File: config.mk
export PLATFORM = sky130hd
export DESIGN_NAME = hazard_input_conditioner
export DESIGN_NICKNAME = d
export VERILOG_FILES = /design/src/rtl/hazard_input_conditioner.sv
export SDC_FILE = /design/constraint.sdc
export NUM_CORES = 1
export LEC_CHECK = 0
export BUFFER_PORTS_ARGS = -buffer_cell sky130_fd_sc_hd__buf_4
export CAP_MARGIN = 20
export CORE_MARGIN = 5
export CORE_UTILIZATION = 40
export DETAILED_ROUTE_END_ITERATION = 7
export SYNTH_ARGS = -nofsm -noshare
export SYNTH_HDL_FRONTEND = slang
export SYNTH_SLANG_ARGS = --single-unit
File: constraint.sdc
create_clock -name clk -period 1.8 [get_ports clk]
set_input_delay 0.36 -clock clk [delete_from_list [all_inputs] [get_ports clk]]
set_output_delay 0.36 -clock clk [all_outputs]
set_load 0.03 [all_outputs]
File: src/rtl/hazard_input_conditioner.sv
// Switch front end for the hazard-light FSM: synchronizes and debounces the
// wind-direction switches, rejects the illegal 11 code, and paces the FSM with step_tick.
module hazard_input_conditioner #(
    parameter int DEBOUNCE_CYCLES = 500_000,
    parameter int TICK_DIV        = 25_000_000
) (
    input  logic       clk,
    input  logic       reset,
    input  logic [1:0] sw_raw,
    output logic [1:0] mode_out,
    output logic       mode_changed,
    output logic       illegal_sw,
    output logic       step_tick
);

    localparam int DW = $clog2(DEBOUNCE_CYCLES + 1);
    localparam int TW = $clog2(TICK_DIV);
    localparam logic [DW-1:0] DCNT_LAST  = DW'(DEBOUNCE_CYCLES - 1);
    localparam logic [DW-1:0] DCNT_ONE   = DW'(1);
    localparam logic [TW-1:0] TCNT_LAST  = TW'(TICK_DIV - 1);
    localparam logic [TW-1:0] TCNT_ONE   = TW'(1);
    localparam logic [1:0]    SW_ILLEGAL = 2'b11;

    typedef enum logic {
        STABLE   = 1'b0,
        SETTLING = 1'b1
    } state_t;

    state_t          state_q, state_d;
    logic [1:0]      s1_q, s2_q;
    logic [1:0]      cand_q, cand_d;
    logic [1:0]      mode_q, mode_d;
    logic [DW-1:0]   dcnt_q, dcnt_d;
    logic [TW-1:0]   tcnt_q, tcnt_d;
    logic            changed_q, changed_d;
    logic            illegal_q, illegal_d;

    always_ff @(posedge clk) begin
        if (reset) begin
            s1_q      <= 2'b00;
            s2_q      <= 2'b00;
            cand_q    <= 2'b00;
            mode_q    <= 2'b00;
            dcnt_q    <= '0;
            tcnt_q    <= '0;
            state_q   <= STABLE;
            changed_q <= 1'b0;
            illegal_q <= 1'b0;
        end else begin
            s1_q      <= sw_raw;
            s2_q      <= s1_q;
            cand_q    <= cand_d;
            mode_q    <= mode_d;
            dcnt_q    <= dcnt_d;
            tcnt_q    <= tcnt_d;
            state_q   <= state_d;
            changed_q <= changed_d;
            illegal_q <= illegal_d;
        end
    end

    // Debounce: any disagreement with the candidate restarts the settle count.
    always_comb begin
        state_d   = state_q;
        cand_d    = cand_q;
        dcnt_d    = dcnt_q;
        mode_d    = mode_q;
        illegal_d = illegal_q;
        changed_d = 1'b0;
        if (s2_q != cand_q) begin
            cand_d  = s2_q;
            dcnt_d  = '0;
            state_d = SETTLING;
        end else if (state_q == SETTLING) begin
            if (dcnt_q == DCNT_LAST) begin
                state_d = STABLE;
                if (cand_q == SW_ILLEGAL) begin
                    illegal_d = 1'b1;
                end else begin
                    illegal_d = 1'b0;
                    if (cand_q != mode_q) begin
                        mode_d    = cand_q;
                        changed_d = 1'b1;
                    end
                end
            end else begin
                dcnt_d = dcnt_q + DCNT_ONE;
            end
        end
    end

    // A fresh mode restarts the tick period so it gets a full step before advancing.
    always_comb begin
        tcnt_d = tcnt_q + TCNT_ONE;
        if (changed_d || (tcnt_q == TCNT_LAST)) begin
            tcnt_d = '0;
        end
    end

    assign mode_out     = mode_q;
    assign mode_changed = changed_q;
    assign illegal_sw   = illegal_q;
    assign step_tick    = (tcnt_q == TCNT_LAST);

endmodule

# After elaboration in Yosys (flattened, before gate mapping)
# Index checks and enable logic that the tools add are counted.
# Widths: inputs -> output; s select.
totals:
  regBits: 55
  latchBits: 0
  mem_bits_rw: 0
  mem_bits_ro: 0
  inputBits: 4
  output_inout_bits: 5
  word_cells: 34
  mem_count: 0
op_classes:
  n_addsub: 2
  mul: 0
  n_div: 0
  magnitude_cmp: 0
  eq_ne: 5
  shifts: 0
  mux: 9
  n_bitwise: 3
  reduce_logical: 6
op_table:
  columns: ["operator", "n"]
  rows:
  - ["$add 25x1->25 const B", 1]
  - ["$eq 25x25->1 const B", 1]
  - ["$add 19x1->19 const B", 1]
  - ["$eq 19x19->1 const B", 1]
  - ["$mux 1", 9]
  - ["$reduce_and 5->1", 1]
  - ["$ne 2x2->1", 2]
  - ["$reduce_or 2->1", 2]
  - ["$not 1->1", 3]
  - ["$reduce_and 3->1", 1]
  - ["$eq 2x2->1 const B", 1]
  - ["$reduce_and 2->1", 1]
  - ["$logic_or 1x1->1", 1]

# Depth between registers and ports, before layout
depth:
  word_depth: 8
  depth_mapped: 8
  mapped_depth_nobuf: 6

# Worst setup path before layout
# OpenSTA, ideal clock, no wires.
synth_path:
  path_type: "register to register"
  start: "reg tcnt_q[10]"
  end: "reg tcnt_q[10]"
  setup_time_ns: 0.115
  arrival_ns: 2.347
  t_required_ns: 1.685
  path_slack_ns: -0.661
  stages_incl_launch_ff: 9
  cell_sequence: "dfxtp_1 > buf_2 > nor4_1 > nand4b_1 > nor4_1 > or3_1 > buf_6 > buf_6 > nor2_1"
synth_between:
  elab_chain_len: 3
synth_rtl:
  columns: ["item", "line", "source"]
  rows:
  - ["start, declared", "34", "logic [TW-1:0] tcnt_q, tcnt_d;"]
  - ["start signal, assigned", "55", "tcnt_q <= tcnt_d;"]
  - ["$eq 25x25->1", null, null]
  - ["named net step_tick", "13", "output logic step_tick"]
  - ["$logic_or 1x1->1", "95", "if (changed_d || (tcnt_q == TCNT_LAST)) begin"]
  - ["$reduce_or 2->1 (no line)", null, null]
# The timed path passes the listed nets, and every way through them passes these cells.
# A chain may end at the register's enable or synchronous reset.

# Final worst setup path
layout_path:
  start: "reg tcnt_q[20]"
  end: "out step_tick"
layout_between:
  elab_chain_len: 1
layout_rtl:
  columns: ["item", "line", "source"]
  rows:
  - ["$eq 25x25->1", "103", "assign step_tick = (tcnt_q == TCNT_LAST);"]
  - ["end, declared", "13", null]
# Every way passes these cells.

==> metrics.md <==
| Metric | Value |
|---|---|
| Run status | `complete, but fails checks` |
| Violated checks | `setup timing` |
| Final Non-Filler Cells | `around 400` |
| Root Buffer | `clkbuf_8` |
| Largest net degree at the start of global routing | `26` |
| Area of the multi-input gates | `roughly 0.0015 mm2` |
| Post-Syn Instances | `roughly 280` |
| Share of post-route cells with drive strength above 1 | `26.7%` |
| Register area | `between 0.001 and 0.0015 mm2` |
| I/O Pins | `9` |
| Synthesized flop and latch total | `between 50 and 60` |
| Total CTS buffers | `5` |
| Top_reg_cell synth | `dfxtp_1` |
| Fin Hold WS | `around 0.25 ns` |
| PortBufs | `8` |
| Initial Utilization | `40.3%` |
| Yosys warns | `0` |
| GRT overflow | `0` |
| Pwr Density | `692 mW/mm2` |
| Critical path required time | `between 1 and 1.5 ns` |
| Syn nets | `approximately 280` |
| Setup Slack @ Placement | `between 0.06 and 0.07 ns` |
| CP Launch Type | `flip-flop` |
| Vias per std cell | `5.05` |
| Post-Synth XOR/XNOR Area | `between 10% and 20%` |
| Setup crit end kind | `output pin` |
| Antenna violations before repair | `0` |
| Post-synth top cells | `dfxtp_1, nor2_1, xor2_1` |
| EDFF count, synth | `0` |
| DR vias | `between 1.5k and 2k` |
| Fin crit share | `106%` |
| Synthesized cell area | `around 0.0025 mm2` |
| Mux share of post-synthesis cell area | `0.398%` |
| Remaining DRCs | `0` |
| Most numerous cell in the Yosys netlist | `dfxtp_1` |
| Worst-Skew Late Latency | `approximately 0.31 ns` |
| GRT Util Overall | `between 10% and 20%` |
| Max Slew Vio Count | `0` |
| Vias in the first global route | `2,031` |
| Die span in x | `89.3 um` |
| Worst Clk Skew | `roughly 0.012 ns` |
| H-tree levels | `2` |
| RSZ-0062 raised after global routing | `true` |
| First-pass GRT wire length | `around 9000 um` |
| Fillers | `588` |
| Drt first pass iters | `4` |
| Slew @ Worst Pin | `~0.44 ns` |
| Placed cells | `between 300 and 400` |
| CP Data Arrival Time | `1.54 ns` |
| # rows | `29` |
| Post-route setup TNS | `-0.101 ns` |
| Clock Pin Slew Worst Setup and Hold Paths | `roughly 0.1 ns` |
| Max capacitance violation total | `0` |
| Full die area | `between 0.007 and 0.008 mm2` |
| Post-route minimum period | `1.90 ns` |
| Synth Area in Simple Gates | `between 30% and 40%` |
| CTS max path bufs | `2` |
| Antenna diodes | `0` |
| Drt total wl | `approximately 5200 um` |
| Final hold vios | `0` |
| DR WL/cell | `13.3 um` |
| Biggest area consumer among synthesized cells | `dfxtp_1` |
| Clock sink count | `between 50 and 60` |
| Final number of setup-violating endpoints | `1` |
| Detail Route Antenna Nets | `0` |
| Nets | `323` |
| Worst rel slew slack | `70.1%` |
| Synth cell types | `40` |
| Syn Area/Cell | `slightly above 9 um2` |
| Peak Freq | `526 MHz` |
| Core ar. | `0.00624 mm2` |
| Setup ws final | `-0.101 ns` |
| Hpwl dp | `3630 um` |
| Placer Congestion | `between 0.8 and 0.9` |
| Async SR Flop Fraction | `0%` |
| Adder-cell share of the synthesized area | `less than 1%` |
| Peak supply drop | `around 0.00036 V` |
| Register area share after synthesis | `43.7%` |
| Class of the worst hold path | `primary input to flip-flop` |
| Synth top area cells | `dfxtp_1, xor2_1, nor2_1` |
| Hold-fix buffers at CTS | `0` |
| Compound-cell area share of the yosys netlist | `4.72%` |
| Die H | `between 80 and 90 um` |
| Crit-path max FO | `3` |
| Yosys top cell area share | `43.7%` |
| P_leak | `about 1.2 nW` |
| CP Class | `flip-flop to output pin` |
| Drt initial violations | `74` |
| Main combinational cell family by area after synthesis | `simple AND/OR/NAND/NOR gates` |
| Area growth, synth to finish | `25.9%` |
| TritonCTS clock tree | `done` |
[layer usage]
metal  global-route usage (%)  share of wire [%]  routed length (um)
met1                     17.2                 47                2490
met2                     25.7                 49                2570
met3                     4.33                2.1                 110
met4                     4.47                1.4                  71
met5                        0                  0                   0
[critical path, cell delays in order (launching register included)]
cell     delay, ns
dfxtp_1       0.37
and3_4        0.19
nand3_2       0.12
nor4_4        0.38
buf_6         0.18
[final timing paths]
path | endpoint | slack [ns] | cells after the start | startpoint
worst max-delay path | step_tick | -0.10 | 4 | tcnt_q[20]
worst min-delay path | s1_q[1] | 0.25 | 2 | sw_raw[1]
worst max register to register | tcnt_q[11] | 0.07 | 6 | dcnt_q[6]
worst min register to register | s2_q[1] | 0.45 | 1 | s1_q[1]
[timing repair]
action | in CTS | in global routing
buffers inserted | 3 | 1
endpoints found under the setup margin | 1 | 33
endpoints found under the hold margin | 0 | 0
resized for setup | 7 | 23
pin swaps | 3 | 7
[sequential cells by signal (all words and copies together), names as in the netlist]
name and cells:
tcnt_q 25, dcnt_q 19, cand_q 2, mode_out 2, s1_q 2, s2_q 2
illegal_sw 1, mode_changed 1, state_q 1
[logic make-up after synthesis]
logic type               count (synthesis)
adder cells (fa/ha/maj)                  2
multiplexers                             1
buffers and inverters                   18
XOR/XNOR                                41
AO/OA/AOI/OAI                           17
AND/OR/NAND/NOR                        144
flip-flops                              55
[through the flow]
stage | total power, mW | instance area [um2] | util (%)
2_1_floorplan | 1.33 | 2540 | -
3_5_place_dp | 1.35 | 2870 | 46.0
4_1_cts | 2.22 | 3030 | 48.6
6_report | 2.19 | 3170 | 50.8
5_1_grt | 2.30 | 3170 | 50.8
3_3_place_gp | 1.35 | 2870 | 46.0
[report_power, final]
| part | internal, mW | total, mW | switching (mW) |
|---|---|---|---|
| Clock | 0.429 | 0.860 | 0.431 |
| Combinational | 0.0365 | 0.0837 | 0.0473 |
| Sequential | 1.23 | 1.25 | 0.0159 |
| Total | 1.70 | 2.19 | 0.495 |
[layout by cell type, fill, tap and decap left out, types with 4 or more instances in the layout]
cell,count
nand2_1,15
xnor2_1,14
xor2_1,27
and4_1,4
buf_4,39
nor2_1,49
nor3_1,5
and3_1,4
a21oi_1,5
inv_1,9
dfxtp_2,9
clkbuf_8,5
nand3_1,11
nor2b_1,8
dfxtp_1,46
nand4_1,15
[layout make-up]
cell class              count  area share, %
multi-input cells         205           46.7
flip-flops and latches     55           35.1
repair buffers             41           10.2
well taps                  77           3.04
clock buffers               5           2.17
clock inverters             3           1.74
inverters                   9           1.07
Note: power is estimated with default switching activity, not from simulation.
